==> config.mk <==
export PLATFORM = sky130hd
export DESIGN_NAME = hvgen_prm_flat
export DESIGN_NICKNAME = d
export VERILOG_FILES = /design/src/rtl/hvgen_prm_if.sv /design/src/rtl/hvgen_prm.sv /design/src/flat_wrapper.sv
export SDC_FILE = /design/constraint.sdc
export NUM_CORES = 1
export LEC_CHECK = 0
export CAP_MARGIN = 20
export CORE_MARGIN = 2
export CORE_UTILIZATION = 54
export DETAILED_ROUTE_END_ITERATION = 8
export PLACE_DENSITY = 0.92
export SLEW_MARGIN = 5
export SYNTH_ARGS = -nofsm -noshare
export SYNTH_HDL_FRONTEND = slang
export SYNTH_SLANG_ARGS = --single-unit
==> constraint.sdc <==
create_clock -name iPCLK -period 6.1 [get_ports iPCLK]
set_clock_uncertainty 0.15 [all_clocks]
set_input_delay 0.915 -clock iPCLK [delete_from_list [all_inputs] [get_ports iPCLK]]
set_output_delay 0.915 -clock iPCLK [all_outputs]
set_load 0.01 [all_outputs]
==> src/rtl/hvgen_prm_if.sv <==
// hvgen_prm_if -- bundles the timing generator's enable/flip inputs and all of
// its video timing outputs.
//   slave  : the generator side (hvgen_prm) - reads iCE/iFLIP, drives o*.
//   master : the consumer side - drives iCE/iFLIP, reads o*.
// W sets the width of the position outputs and must match the generator's W.
interface hvgen_prm_if #(parameter int W = 9);
  logic         iCE;
  logic         iFLIP;
  logic [W-1:0] oHPOS;
  logic [W-1:0] oVPOS;
  logic         oHBLK;
  logic         oVBLK;
  logic         oHSYN;
  logic         oVSYN;
  logic         oBLKN;
  logic         oLINE;
  logic         oFRAME;
  logic [7:0]   oFCNT;

  modport master (
    output iCE, iFLIP,
    input  oHPOS, oVPOS, oHBLK, oVBLK, oHSYN, oVSYN, oBLKN, oLINE, oFRAME, oFCNT
  );
  modport slave (
    input  iCE, iFLIP,
    output oHPOS, oVPOS, oHBLK, oVBLK, oHSYN, oVSYN, oBLKN, oLINE, oFRAME, oFCNT
  );
endinterface

==> src/rtl/hvgen_prm.sv <==
// hvgen_prm -- parameterised horizontal/vertical video timing generator.
//   iPCLK : pixel clock, all state on rising edge
//   iRST  : asynchronous active-high reset
//   bus   : hvgen_prm_if.slave
//           iCE   pixel enable (state advances only when 1)
//           iFLIP screen flip request (sampled at frame boundary)
//           oHPOS/oVPOS positions, oHBLK/oVBLK blanks (high),
//           oHSYN/oVSYN syncs (low), oBLKN display enable,
//           oLINE/oFRAME one-enabled-cycle strobes, oFCNT frame count.
// Optional feature: define HVGEN_FLIP_EN to build the screen-flip logic.
// Every output comes straight from a register.
module hvgen_prm #(
  parameter int W        = 9,
  parameter int HBLK_ON  = 288,
  parameter int HSYN_ON  = 311,
  parameter int HSYN_OFF = 342,
  parameter int HJMP     = 471,
  parameter int HMAX     = 511,
  parameter int VBLK_ON  = 223,
  parameter int VSYN_ON  = 226,
  parameter int VSYN_OFF = 233,
  parameter int VJMP     = 483,
  parameter int VMAX     = 511
) (
  input logic         iPCLK,
  input logic         iRST,
  hvgen_prm_if.slave  bus
);

  if (!(HBLK_ON < HSYN_ON && HSYN_ON < HSYN_OFF && HSYN_OFF < HJMP &&
        HJMP <= HMAX && HMAX < (1 << W))) begin : g_bad_h
    $error("hvgen_prm: illegal horizontal parameters");
  end
  if (!(VBLK_ON < VSYN_ON && VSYN_ON < VSYN_OFF && VSYN_OFF < VJMP &&
        VJMP <= VMAX && VMAX < (1 << W))) begin : g_bad_v
    $error("hvgen_prm: illegal vertical parameters");
  end

  localparam logic [W-1:0] HBLK_ON_C  = HBLK_ON[W-1:0];
  localparam logic [W-1:0] HSYN_ON_C  = HSYN_ON[W-1:0];
  localparam logic [W-1:0] HSYN_OFF_C = HSYN_OFF[W-1:0];
  localparam logic [W-1:0] HJMP_C     = HJMP[W-1:0];
  localparam logic [W-1:0] HMAX_C     = HMAX[W-1:0];
  localparam logic [W-1:0] VBLK_ON_C  = VBLK_ON[W-1:0];
  localparam logic [W-1:0] VSYN_ON_C  = VSYN_ON[W-1:0];
  localparam logic [W-1:0] VSYN_OFF_C = VSYN_OFF[W-1:0];
  localparam logic [W-1:0] VJMP_C     = VJMP[W-1:0];
  localparam logic [W-1:0] VMAX_C     = VMAX[W-1:0];

  logic [W-1:0] hcnt_q, hcnt_d, vcnt_q, vcnt_d;
  logic         hblk_q, hblk_d, vblk_q, vblk_d;
  logic         hsyn_q, hsyn_d, vsyn_q, vsyn_d;
  logic         blkn_q, blkn_d, line_q, line_d, frame_q, frame_d;
  logic [7:0]   fcnt_q, fcnt_d;
  logic         h_end;

  assign h_end = (hcnt_q == HMAX_C);

  always_comb begin
    hcnt_d  = hcnt_q;
    vcnt_d  = vcnt_q;
    hblk_d  = hblk_q;
    vblk_d  = vblk_q;
    hsyn_d  = hsyn_q;
    vsyn_d  = vsyn_q;
    fcnt_d  = fcnt_q;
    blkn_d  = 1'b0;
    line_d  = 1'b0;
    frame_d = 1'b0;
    if (bus.iCE) begin
      // display enable lags the blanks by one enabled cycle
      blkn_d  = ~(hblk_q | vblk_q);
      line_d  = h_end;
      frame_d = h_end && (vcnt_q == VBLK_ON_C);
      if (frame_d) fcnt_d = fcnt_q + 8'd1;

      if (h_end) begin
        hcnt_d = '0;
        hblk_d = 1'b0;
      end else if (hcnt_q == HSYN_OFF_C) begin
        hsyn_d = 1'b1;
        hcnt_d = HJMP_C;
      end else begin
        hcnt_d = hcnt_q + 1'b1;
        if (hcnt_q == HBLK_ON_C) hblk_d = 1'b1;
        if (hcnt_q == HSYN_ON_C) hsyn_d = 1'b0;
      end

      // vertical logic steps once per line, on the last pixel
      if (h_end) begin
        if (vcnt_q == VMAX_C) begin
          vcnt_d = '0;
          vblk_d = 1'b0;
        end else if (vcnt_q == VSYN_OFF_C) begin
          vsyn_d = 1'b1;
          vcnt_d = VJMP_C;
        end else begin
          vcnt_d = vcnt_q + 1'b1;
          if (vcnt_q == VBLK_ON_C) vblk_d = 1'b1;
          if (vcnt_q == VSYN_ON_C) vsyn_d = 1'b0;
        end
      end
    end
  end

  always_ff @(posedge iPCLK or posedge iRST) begin
    if (iRST) begin
      hcnt_q  <= '0;
      vcnt_q  <= '0;
      hblk_q  <= 1'b1;
      vblk_q  <= 1'b1;
      hsyn_q  <= 1'b1;
      vsyn_q  <= 1'b1;
      blkn_q  <= 1'b0;
      line_q  <= 1'b0;
      frame_q <= 1'b0;
      fcnt_q  <= '0;
    end else begin
      hcnt_q  <= hcnt_d;
      vcnt_q  <= vcnt_d;
      hblk_q  <= hblk_d;
      vblk_q  <= vblk_d;
      hsyn_q  <= hsyn_d;
      vsyn_q  <= vsyn_d;
      blkn_q  <= blkn_d;
      line_q  <= line_d;
      frame_q <= frame_d;
      fcnt_q  <= fcnt_d;
    end
  end

`ifdef HVGEN_FLIP_EN
  logic         flip_q, flip_d;
  logic [W-1:0] hpos_q, hpos_d, vpos_q, vpos_d;

  // Flip is only taken at the frame boundary so a frame is never torn.
  // Positions are computed from next-state counters so they stay aligned.
  always_comb begin
    flip_d = flip_q;
    if (bus.iCE && h_end && (vcnt_q == VMAX_C)) flip_d = bus.iFLIP;
    hpos_d = (flip_d && (hcnt_d < HBLK_ON_C)) ? HSYN_OFF_C - hcnt_d : hcnt_d;
    vpos_d = (flip_d && (vcnt_d < VBLK_ON_C)) ? VSYN_OFF_C - vcnt_d : vcnt_d;
  end

  always_ff @(posedge iPCLK or posedge iRST) begin
    if (iRST) begin
      flip_q <= 1'b0;
      hpos_q <= '0;
      vpos_q <= '0;
    end else begin
      flip_q <= flip_d;
      hpos_q <= hpos_d;
      vpos_q <= vpos_d;
    end
  end

  assign bus.oHPOS = hpos_q;
  assign bus.oVPOS = vpos_q;
`else
  logic unused_flip;
  assign unused_flip = bus.iFLIP;
  assign bus.oHPOS   = hcnt_q;
  assign bus.oVPOS   = vcnt_q;
`endif

  assign bus.oHBLK  = hblk_q;
  assign bus.oVBLK  = vblk_q;
  assign bus.oHSYN  = hsyn_q;
  assign bus.oVSYN  = vsyn_q;
  assign bus.oBLKN  = blkn_q;
  assign bus.oLINE  = line_q;
  assign bus.oFRAME = frame_q;
  assign bus.oFCNT  = fcnt_q;

endmodule
==> src/flat_wrapper.sv <==
// flat-port wrapper written by rule: the top's interface ports become plain ports
module hvgen_prm_flat 
#(
  parameter int W        = 9,
  parameter int HBLK_ON  = 288,
  parameter int HSYN_ON  = 311,
  parameter int HSYN_OFF = 342,
  parameter int HJMP     = 471,
  parameter int HMAX     = 511,
  parameter int VBLK_ON  = 223,
  parameter int VSYN_ON  = 226,
  parameter int VSYN_OFF = 233,
  parameter int VJMP     = 483,
  parameter int VMAX     = 511
)
  (iPCLK, iRST, bus_iCE, bus_iFLIP, bus_oHPOS, bus_oVPOS, bus_oHBLK, bus_oVBLK, bus_oHSYN, bus_oVSYN, bus_oBLKN, bus_oLINE, bus_oFRAME, bus_oFCNT);
  hvgen_prm_if #(.W(W)) bus_i ();
  input logic iPCLK;
  input logic iRST;
  input wire logic [$bits(bus_i.iCE)-1:0] bus_iCE;
  input wire logic [$bits(bus_i.iFLIP)-1:0] bus_iFLIP;
  output wire logic [$bits(bus_i.oHPOS)-1:0] bus_oHPOS;
  output wire logic [$bits(bus_i.oVPOS)-1:0] bus_oVPOS;
  output wire logic [$bits(bus_i.oHBLK)-1:0] bus_oHBLK;
  output wire logic [$bits(bus_i.oVBLK)-1:0] bus_oVBLK;
  output wire logic [$bits(bus_i.oHSYN)-1:0] bus_oHSYN;
  output wire logic [$bits(bus_i.oVSYN)-1:0] bus_oVSYN;
  output wire logic [$bits(bus_i.oBLKN)-1:0] bus_oBLKN;
  output wire logic [$bits(bus_i.oLINE)-1:0] bus_oLINE;
  output wire logic [$bits(bus_i.oFRAME)-1:0] bus_oFRAME;
  output wire logic [$bits(bus_i.oFCNT)-1:0] bus_oFCNT;
  assign bus_i.iCE = bus_iCE;
  assign bus_i.iFLIP = bus_iFLIP;
  assign bus_oHPOS = bus_i.oHPOS;
  assign bus_oVPOS = bus_i.oVPOS;
  assign bus_oHBLK = bus_i.oHBLK;
  assign bus_oVBLK = bus_i.oVBLK;
  assign bus_oHSYN = bus_i.oHSYN;
  assign bus_oVSYN = bus_i.oVSYN;
  assign bus_oBLKN = bus_i.oBLKN;
  assign bus_oLINE = bus_i.oLINE;
  assign bus_oFRAME = bus_i.oFRAME;
  assign bus_oFCNT = bus_i.oFCNT;
  hvgen_prm #(.W(W), .HBLK_ON(HBLK_ON), .HSYN_ON(HSYN_ON), .HSYN_OFF(HSYN_OFF), .HJMP(HJMP), .HMAX(HMAX), .VBLK_ON(VBLK_ON), .VSYN_ON(VSYN_ON), .VSYN_OFF(VSYN_OFF), .VJMP(VJMP), .VMAX(VMAX)) u_core (.iPCLK(iPCLK), .iRST(iRST), .bus(bus_i));
endmodule
======== After elaboration in Yosys (flattened, before gate mapping) ========
Cells that the tools add are included.
word-level totals
  register bits after elaboration ......... 33
  output and inout bits ................... 33
operators by class
  add/sub/neg operators ................... 3
  eq/ne operators ......................... 10
  muxes and demuxes ....................... 17
  bitwise gates (word level) .............. 4
  reductions and logical operators ........ 11
operator list
  kind                                                              number
  9-bit == test (second input constant)                             5
  9-bit two-way mux                                                 4
  9-bit by 8-bit == test with 1-bit output (second input constant)  3
  9-bit by 1-bit adder with 9-bit output (second input constant)    2
  1-bit two-way mux                                                 13
  8-bit by 1-bit adder with 8-bit output (second input constant)    1
  4-bit AND reduction                                               2
  2-bit nonzero test                                                4
  3-bit AND reduction                                               2
  2-bit by 1-bit != test with 1-bit output (second input constant)  2
  2-bit AND reduction                                               2
  1-bit NOT                                                         3
  1-bit logical AND                                                 1
  1-bit bitwise OR                                                  1

======== Depth between registers and ports, before layout ========
Gate-level depths: netlist of run 1.
  depth in word-level cells ............... 4
  depth in mapped cells ................... 9
  gate-level depth less buffers ........... 8

======== Worst setup path before layout of run 1 ========
OpenSTA, ideal clock, no wires.
  path type ............................... reg2reg
  start point ............................. register u_core.hcnt_q[2], in the netlist u_core.bus.oHPOS[2]
  end point ............................... register u_core.fcnt_q[1], in the netlist u_core.bus.oFCNT[1]
  library setup time ...................... 0.125 ns
  data arrival time ....................... 2.121 ns
  required time ........................... 5.825 ns
  slack ................................... 3.704 ns
  stages on the path, launching flop included .. 9
  clock period less this slack ............ 2.396 ns
  path through ............................ dfrtp_1 > and3_1 > nand3_1 > nor2_1 > ha_1 > buf_2 > nand4_1 > nor4_4 > mux2_2
on the way
  cells in the longest elaborated chain, start to end .. 3
RTL lines
  item                                  RTL line          RTL
  from (decl)                           hvgen_prm.sv:50   logic [W-1:0] hcnt_q, hcnt_d, vcnt_q, vcnt_d;
  from (signal assigned)                hvgen_prm.sv:119  hcnt_q <= hcnt_d;
  9-bit == test                         hvgen_prm.sv:57   assign h_end = (hcnt_q == HMAX_C);
  1-bit logical AND                     hvgen_prm.sv:74   frame_d = h_end && (vcnt_q == VBLK_ON_C);
  2-bit AND reduction (no source line)  -
  to (signal assigned)                  hvgen_prm.sv:128  fcnt_q <= fcnt_d;
  to (decl)                             hvgen_prm.sv:54   logic [7:0] fcnt_q, fcnt_d;
Every way passes these cells.
A chain may end at the register's enable or synchronous reset.

======== Worst setup path in the final report of run 1 ========
  start point ............................. input port bus_iCE
  end point ............................... register u_core.vcnt_q[7], in the netlist u_core.bus.oVPOS[7]
on the way
  cells in the longest elaborated chain, start to end .. 1
RTL lines
  item                                  RTL line            RTL
  from (decl)                           flat_wrapper.sv:20  input wire logic [$bits(bus_i.iCE)-1:0] bus_iCE;
  2-bit AND reduction (no source line)  -
  to (signal assigned)                  hvgen_prm.sv:120    vcnt_q <= vcnt_d;
  to (decl)                             hvgen_prm.sv:50
Every way passes these cells.

==> results of run 1 <==
[routing by layer]
metal / wire, um / GRT usage, % / up-vias
li1: - / - / 707
met1: 1610 / 28.8 / 702
met2: 1790 / 36.1 / 55
met3: 206 / 5.88 / 2
met4: 18 / 7.45 / 0
met5: 0 / 0 / -
[final timing paths]
path | end | slack, ps | depth (start not counted)
worst max register to register | u_core.bus.oVPOS[7] | 3310 | 8
max in group asynchronous | u_core.bus.oHBLK | 4660 | 3
worst min-delay path | u_core.bus.oHSYN | 320 | 2
worst min register to register | u_core.bus.oHSYN | 320 | 2
worst max-delay path | u_core.bus.oVPOS[7] | 3270 | 5
min in group asynchronous | u_core.bus.oHPOS[7] | 820 | 3
[power groups by stage]
stage	registers [uW]	logic [uW]	clock network [uW]
CTS	284	117	173
floorplan	287	47.9	0
detailed placement	288	116	0
global route	289	128	186
finish	285	116	170
global placement	286	112	0
[tightest hold or removal path, stage by stage (launching register included)]
cell and delay, ps:
dfstp_2 380, o31ai_1 50, nand2_1 50
[synthesized netlist by cell type, types with 2 or more instances]
cell type / count / area, sq um
nand2b_1: 2 / 12.5
buf_2: 2 / 10.0
nand2_1: 20 / 75.1
xnor2_1: 6 / 52.6
nand3_1: 8 / 40.0
mux2_2: 2 / 22.5
dfrtp_1: 29 / 726
nor2_1: 8 / 30.0
a31oi_1: 4 / 25.0
o31ai_1: 5 / 37.5
clkbuf_1: 2 / 7.51
and3_1: 5 / 31.3
a22o_1: 2 / 17.5
ha_1: 9 / 113
nand4_1: 8 / 50.1
nand4b_1: 2 / 17.5
inv_1: 8 / 30.0
xor2_1: 5 / 43.8
o21ai_0: 14 / 70.1
and2_1: 3 / 18.8
nor3_1: 3 / 15.0
a21oi_1: 2 / 10.0
dfstp_2: 4 / 105
[sequential cells by signal, summed over array words and instances, names as in the netlist]
name / flops
u_core.bus.oHPOS: 9
u_core.bus.oVPOS: 9
u_core.bus.oFCNT: 8
u_core.bus.oBLKN: 1
u_core.bus.oFRAME: 1
u_core.bus.oHBLK: 1
u_core.bus.oHSYN: 1
u_core.bus.oLINE: 1
u_core.bus.oVBLK: 1
u_core.bus.oVSYN: 1
[kinds of logic after synthesis]
| kind of cell | after synthesis | synth area share (%) |
|---|---|---|
| buffers and inverters | 14 | 3.78 |
| adders and majority gates | 9 | 6.41 |
| AOI/OAI and AO/OA | 34 | 12.3 |
| and+or+nand+nor | 70 | 22.8 |
| xor gates and xnor gates | 11 | 5.49 |
| DFF | 33 | 47.3 |
| muxes | 3 | 1.85 |
[per-stage QoR]
| step | instances | hold WS (ps) |
|---|---|---|
| final | 256 | 323 |
| after floorplan | 174 | 323 |
| after detailed placement | 248 | 308 |
| after global placement | 248 | 302 |
| after global routing | 256 | 342 |
| after CTS | 256 | 323 |
[area by class of cell]
class                   count  area (sq um)  area share, %
well taps                  44          55.1           2.48
clock buffers               7          55.1           2.48
flip-flops and latches     33           831           37.5
inverters                   8          30.0           1.35
clock inverters             1          30.0           1.35
repair buffers             36           358           16.1
multi-input cells         127           858           38.7
==> results.md, run 1 <==
* Final core occ at 72.0%
* Sequential area share after synthesis at 47.3%
* Worst min-delay path class: reg2reg
* Post-synth cell types at 44
* CP Cell Sequence: clkdlybuf4s50_1 > nand2_1 > nor2_1 > nand4_1 > o31ai_1
* Switching Share at 29.3%
* All-layer global routing usage at 22.1%
* I/O pins at 37
* Chip width at 61.0 um
* Starting density of the core at 57.0%
* CTS clk-pin slew, worst paths at 100 ps
* Max Clk Rate at 0.353 GHz
* Die H at 61.0 um
* Dpl cell area at 0.00213 sq mm
* GR Overflow Total at 0
* TritonRoute pass-1 iters at 4
* Post-synth EDFFs at 0
* Switching pwr at 167 uW
* ANT nets after route at 0
* FF+latch count, synth at 33
* Least-Margin Pin Slew at 507 ps
* Final WL at 3620 um
* Layout cells sized above 1 at 8.96%
* Overall power at 571 uW
* Vias at 1466
* Critical Path Slowest Stage Cell: clkdlybuf4s50_1
* Vias per Instance at 5.73
* Data arrival, critical path at 2920 ps
* Combinational share of power at 20.3%
* Std cell rows at 20
* Status: complete, no violations
* Filler cells at 251
* Maxcap violations at 0
* Tmin final at 2830 ps
* Hold Fails Final Rpt at 0
* Initial antenna violation count at 0
* Top FF cell, synth: dfrtp_1
* CP max FO at 13
* Placer Congestion at 0.858
* Req. time, crit path at 6190 ps
* RSZ-0062 raised after global routing: no
* Most frequent cells in the layout: clkdlybuf4s50_1 (35), dfrtp_1 (29), nand2_1 (20), o21ai_0 (14), ha_1 (9)
* VDD IR-drop max at 154 uV
* Final Net Count at 224
* Buffer depth of the longest clock path at 2
* Vias in the first global route at 1314
* Slew Viols, Final at 0
* CTS Buf Count at 5
* Post-synth ARST share at 100%
* CTS tree: built
* Startpoint type of the worst setup path: primary input
* Worst setup EP type: flip-flop
* Worst Setup SP: bus_iCE
* Mapped Cells at 174
* Root Driver: clkbuf_4
* Core ar. at 0.00308 sq mm
* First-pass GRT wire length at 6040 um
* P_leak at 0.000965 uW
* Number of remaining DRC errors at 0
* Area growth syn-to-layout at 26.3%
* Hold Startpoint: u_core.bus.oHSYN
* Post-CTS Resized at 0
* Buf/Inv on CP at 1
* Period utilisation layout at 46.4%
* Min setup slack post-route at 3270 ps
* Largest net degree at the start of global routing at 34
* Clk pwr share at 29.8%
* Critical R2R Launch: u_core.bus.oHPOS[2]
* Setup repair bufs after CTS at 0
* PD cells at 257 mW/mm^2
* Critical path's largest stage delay at 770 ps
* CTS HTree Levels at 2
* Seq pwr share at 49.9%
* Synth Area per Inst at 10.1 sq um
* Die footprint at 0.00372 sq mm
* Top delay family on crit path: simple AND/OR/NAND/NOR gates
* Setup_tns at 0 ps
* Commonest non-fill, non-tap cell in the layout: clkdlybuf4s50_1
* Mapped Area at 0.00176 sq mm
* Clock sinks at 33
* Final instance area at 0.00222 sq mm
* Port bufs at 35
* Drt initial violations at 55
* Final setup viols at 0
* Syn nets at 187
* Syn. warnings at 0
* Slew Limit Headroom at 65.9%
* ANT cells at 0
* Crit Path Category: in2reg
* Clock Latency Late Sink at 330 ps
* WL/cell at 14.2 um
* Pre-CTS setup slack at 2960 ps
* Hold_buf cts at 0
* Cell-internal power at 403 uW
* Hpwl dp at 2580 um
Power figures use the tool's default switching activity.
==> run 2: changes to the inputs <==
--- a/config.mk
+++ b/config.mk
@@ -7,9 +7,9 @@
 export LEC_CHECK = 0
 export CAP_MARGIN = 20
 export CORE_MARGIN = 2
-export CORE_UTILIZATION = 54
+export CORE_UTILIZATION = 50
 export DETAILED_ROUTE_END_ITERATION = 8
-export PLACE_DENSITY = 0.92
+export PLACE_DENSITY = 0.87
 export SLEW_MARGIN = 5
 export SYNTH_ARGS = -nofsm -noshare
 export SYNTH_HDL_FRONTEND = slang
==> constraint.sdc (replaced) <==
create_clock -name iPCLK -period 2.7 [get_ports iPCLK]
set_clock_uncertainty 0.15 [all_clocks]
set_input_delay 0.405 -clock iPCLK [delete_from_list [all_inputs] [get_ports iPCLK]]
set_output_delay 0.405 -clock iPCLK [all_outputs]
set_load 0.01 [all_outputs]
==> run 2 against run 1 <==
Net effect: clock power rose by 68%; clock-buffer cell count rose by 1; global-route usage shrank 1.5 points; sequential share of layout area shrank 0.60 points; power rose by 110%; combinational power grew to 2.9 times the previous value; final area is 1.6% higher; sequential power grew 110%; critical path type is now reg2reg; critical endpoint is now u_core.bus.oFCNT[1]; highest routed layer unchanged.
==> results.md, run 2 (synthesis gave the netlist of run 1 again) <==
* CTS clk-pin slew, worst paths at 100 ps (about the same)
* Critical path's largest stage delay at 440 ps (-330 ps)
* Buffer depth of the longest clock path at 2 (unchanged)
* Commonest non-fill, non-tap cell in the layout: clkdlybuf4s50_1
* Largest net degree at the start of global routing at 34 (unchanged)
* Clock sinks at 33 (unchanged)
* Core ar. at 0.00336 sq mm (+9.3%)
* Max Clk Rate at 0.408 GHz
* Layout cells sized above 1 at 11.8% (+2.9 points)
* P_leak at 0.000992 uW (+2.8%)
* Std cell rows at 21 (+5.0%)
* Die H at 63.3 um (+3.7%)
* All-layer global routing usage at 20.7% (-1.5 points)
* Pre-CTS setup slack at 288 ps (-2670 ps)
* CTS Buf Count at 5 (unchanged)
* Status: complete, no violations
* WL/cell at 14.4 um (+1.7%)
* Hpwl dp at 2740 um (+6.3%)
* Vias per Instance at 5.80 (+1.3%)
* Post-CTS Resized at 0 (unchanged)
* Crit Path Category: reg2reg
* PD cells at 545 mW/mm^2 (+110%)
* Req. time, crit path at 2780 ps (-3410 ps)
* Die footprint at 0.00400 sq mm (+7.5%)
* GR Overflow Total at 0 (unchanged)
* I/O pins at 37 (unchanged)
* Maxcap violations at 0 (unchanged)
* Vias in the first global route at 1453 (+11%)
* Worst min-delay path class: in2async
* Filler cells at 284 (+13%)
* Root Driver: clkbuf_4
* Area growth syn-to-layout at 28.4%
* Hold Fails Final Rpt at 0 (unchanged)
* Worst setup EP type: flip-flop
* Number of remaining DRC errors at 0 (unchanged)
* Top delay family on crit path: simple AND/OR/NAND/NOR gates
* Least-Margin Pin Slew at 408 ps (-99.2 ps)
* Buf/Inv on CP at 1 (unchanged)
* Min setup slack post-route at 247 ps (-3020 ps)
* Worst R2R End: u_core.bus.oFCNT[1]
* TritonRoute pass-1 iters at 4 (unchanged)
* CP max FO at 9 (-4)
* Setup_tns at 0 ps (unchanged)
* RSZ-0062 raised after global routing: no
* Final setup viols at 0 (unchanged)
* First-pass GRT wire length at 6600 um (+9.2%)
* Drt initial violations at 155 (+180%)
* Slew Viols, Final at 0 (unchanged)
* Port bufs at 35 (unchanged)
* Slew Limit Headroom at 72.8% (+6.9 points)
* Final Net Count at 232 (+3.6%)
* CTS tree: built
* Period utilisation layout at 90.9%
* Critical Path Slowest Stage Cell: dfrtp_1
* ANT nets after route at 0 (unchanged)
* Data arrival, critical path at 2530 ps (-390 ps)
* Cells on worst reg2reg path at 8 (unchanged)
* Starting density of the core at 52.2% (-4.8 points)
* Placer Congestion at 0.931 (+8.5%)
* Hold_buf cts at 0 (unchanged)
* VDD IR-drop max at 363 uV (+140%)
* FF/Latch Area at 831 sq um (unchanged)
* Stages on worst setup path at 8 (+3)
* Clock Latency Late Sink at 330 ps (about the same)
* Vias at 1543 (+5.3%)
* CTS HTree Levels at 2 (unchanged)
* Critical R2R Launch: u_core.bus.oHPOS[5]
* Setup repair bufs after CTS at 0 (unchanged)
* Initial antenna violation count at 0 (unchanged)
* Reg-to-reg setup timing slack at 250 ps (-3060 ps)
* CP Cell Sequence: and3_1 > nand3_1 > nor2_1 > ha_1 > nand4_1 > nor4_4 > buf_4 > mux2_2
* Tmin final at 2450 ps
* ANT cells at 0 (unchanged)
* Most frequent cells in the layout: clkdlybuf4s50_1 (35), dfrtp_1 (29), nand2_1 (20), o21ai_0 (14)
* Final WL at 3830 um (+5.7%)
* Chip width at 63.3 um (+3.7%)
* Startpoint type of the worst setup path: flip-flop
* Area occupied by multi-input gates at 858 sq um (unchanged)
## run 2: layout make-up
| type | instances | area share [%] |
|---|---|---|
| timing repair buffer | 44 | 18.5 |
| sequential | 33 | 36.9 |
| inverter | 8 | 1.33 |
| clock buffer | 8 | 2.61 |
| tap | 46 | 2.55 |
| multi-input combinational | 127 | 38.1 |
## run 2: worst max path at each step
stage | startpoint | endpoint
after global placement | u_core.bus.oHPOS[0] | u_core.bus.oFCNT[1]
after floorplan | u_core.bus.oHPOS[2] | u_core.bus.oFCNT[1]
after global routing | u_core.bus.oHPOS[0] | u_core.bus.oFCNT[1]
after detailed placement | u_core.bus.oHPOS[5] | u_core.bus.oFCNT[1]
after CTS | u_core.bus.oHPOS[5] | u_core.bus.oFCNT[1]
final | u_core.bus.oHPOS[5] | u_core.bus.oFCNT[1]
## run 2: per-stage QoR
step	total power (uW)	hold WS, ps	util [%]	area (sq um)	cells
after global routing	1310	345	67.0	2250	266
after CTS	1230	325	67.0	2250	266
after floorplan	758	323	-	1760	174
final	1230	314	67.0	2250	266
after global placement	939	302	65.3	2190	258
after detailed placement	949	311	65.3	2190	258
## run 2: power by group
| group | leakage [uW] | switching (uW) | internal (uW) |
|---|---|---|---|
| clock | 0.0000326 | 158 | 128 |
| combinational | 0.000536 | 161 | 174 |
| sequential | 0.000424 | 59.4 | 546 |
## run 2: worst reg2reg max path, cell delays in order, from the launching register on
cell and delay (ps):
dfrtp_1 440, and3_1 280, nand3_1 130, nor2_1 120, ha_1 260, nand4_1 240
nor4_4 200, buf_4 200, mux2_2 330
## run 2: routing by layer
metal | GRT usage (%) | vias to the layer above | wire, um
li1 | - | 722 | -
met1 | 27.9 | 750 | 1670
met2 | 32.6 | 64 | 1860
met3 | 4.82 | 7 | 247
met4 | 7.61 | 0 | 53
met5 | 0 | - | 0
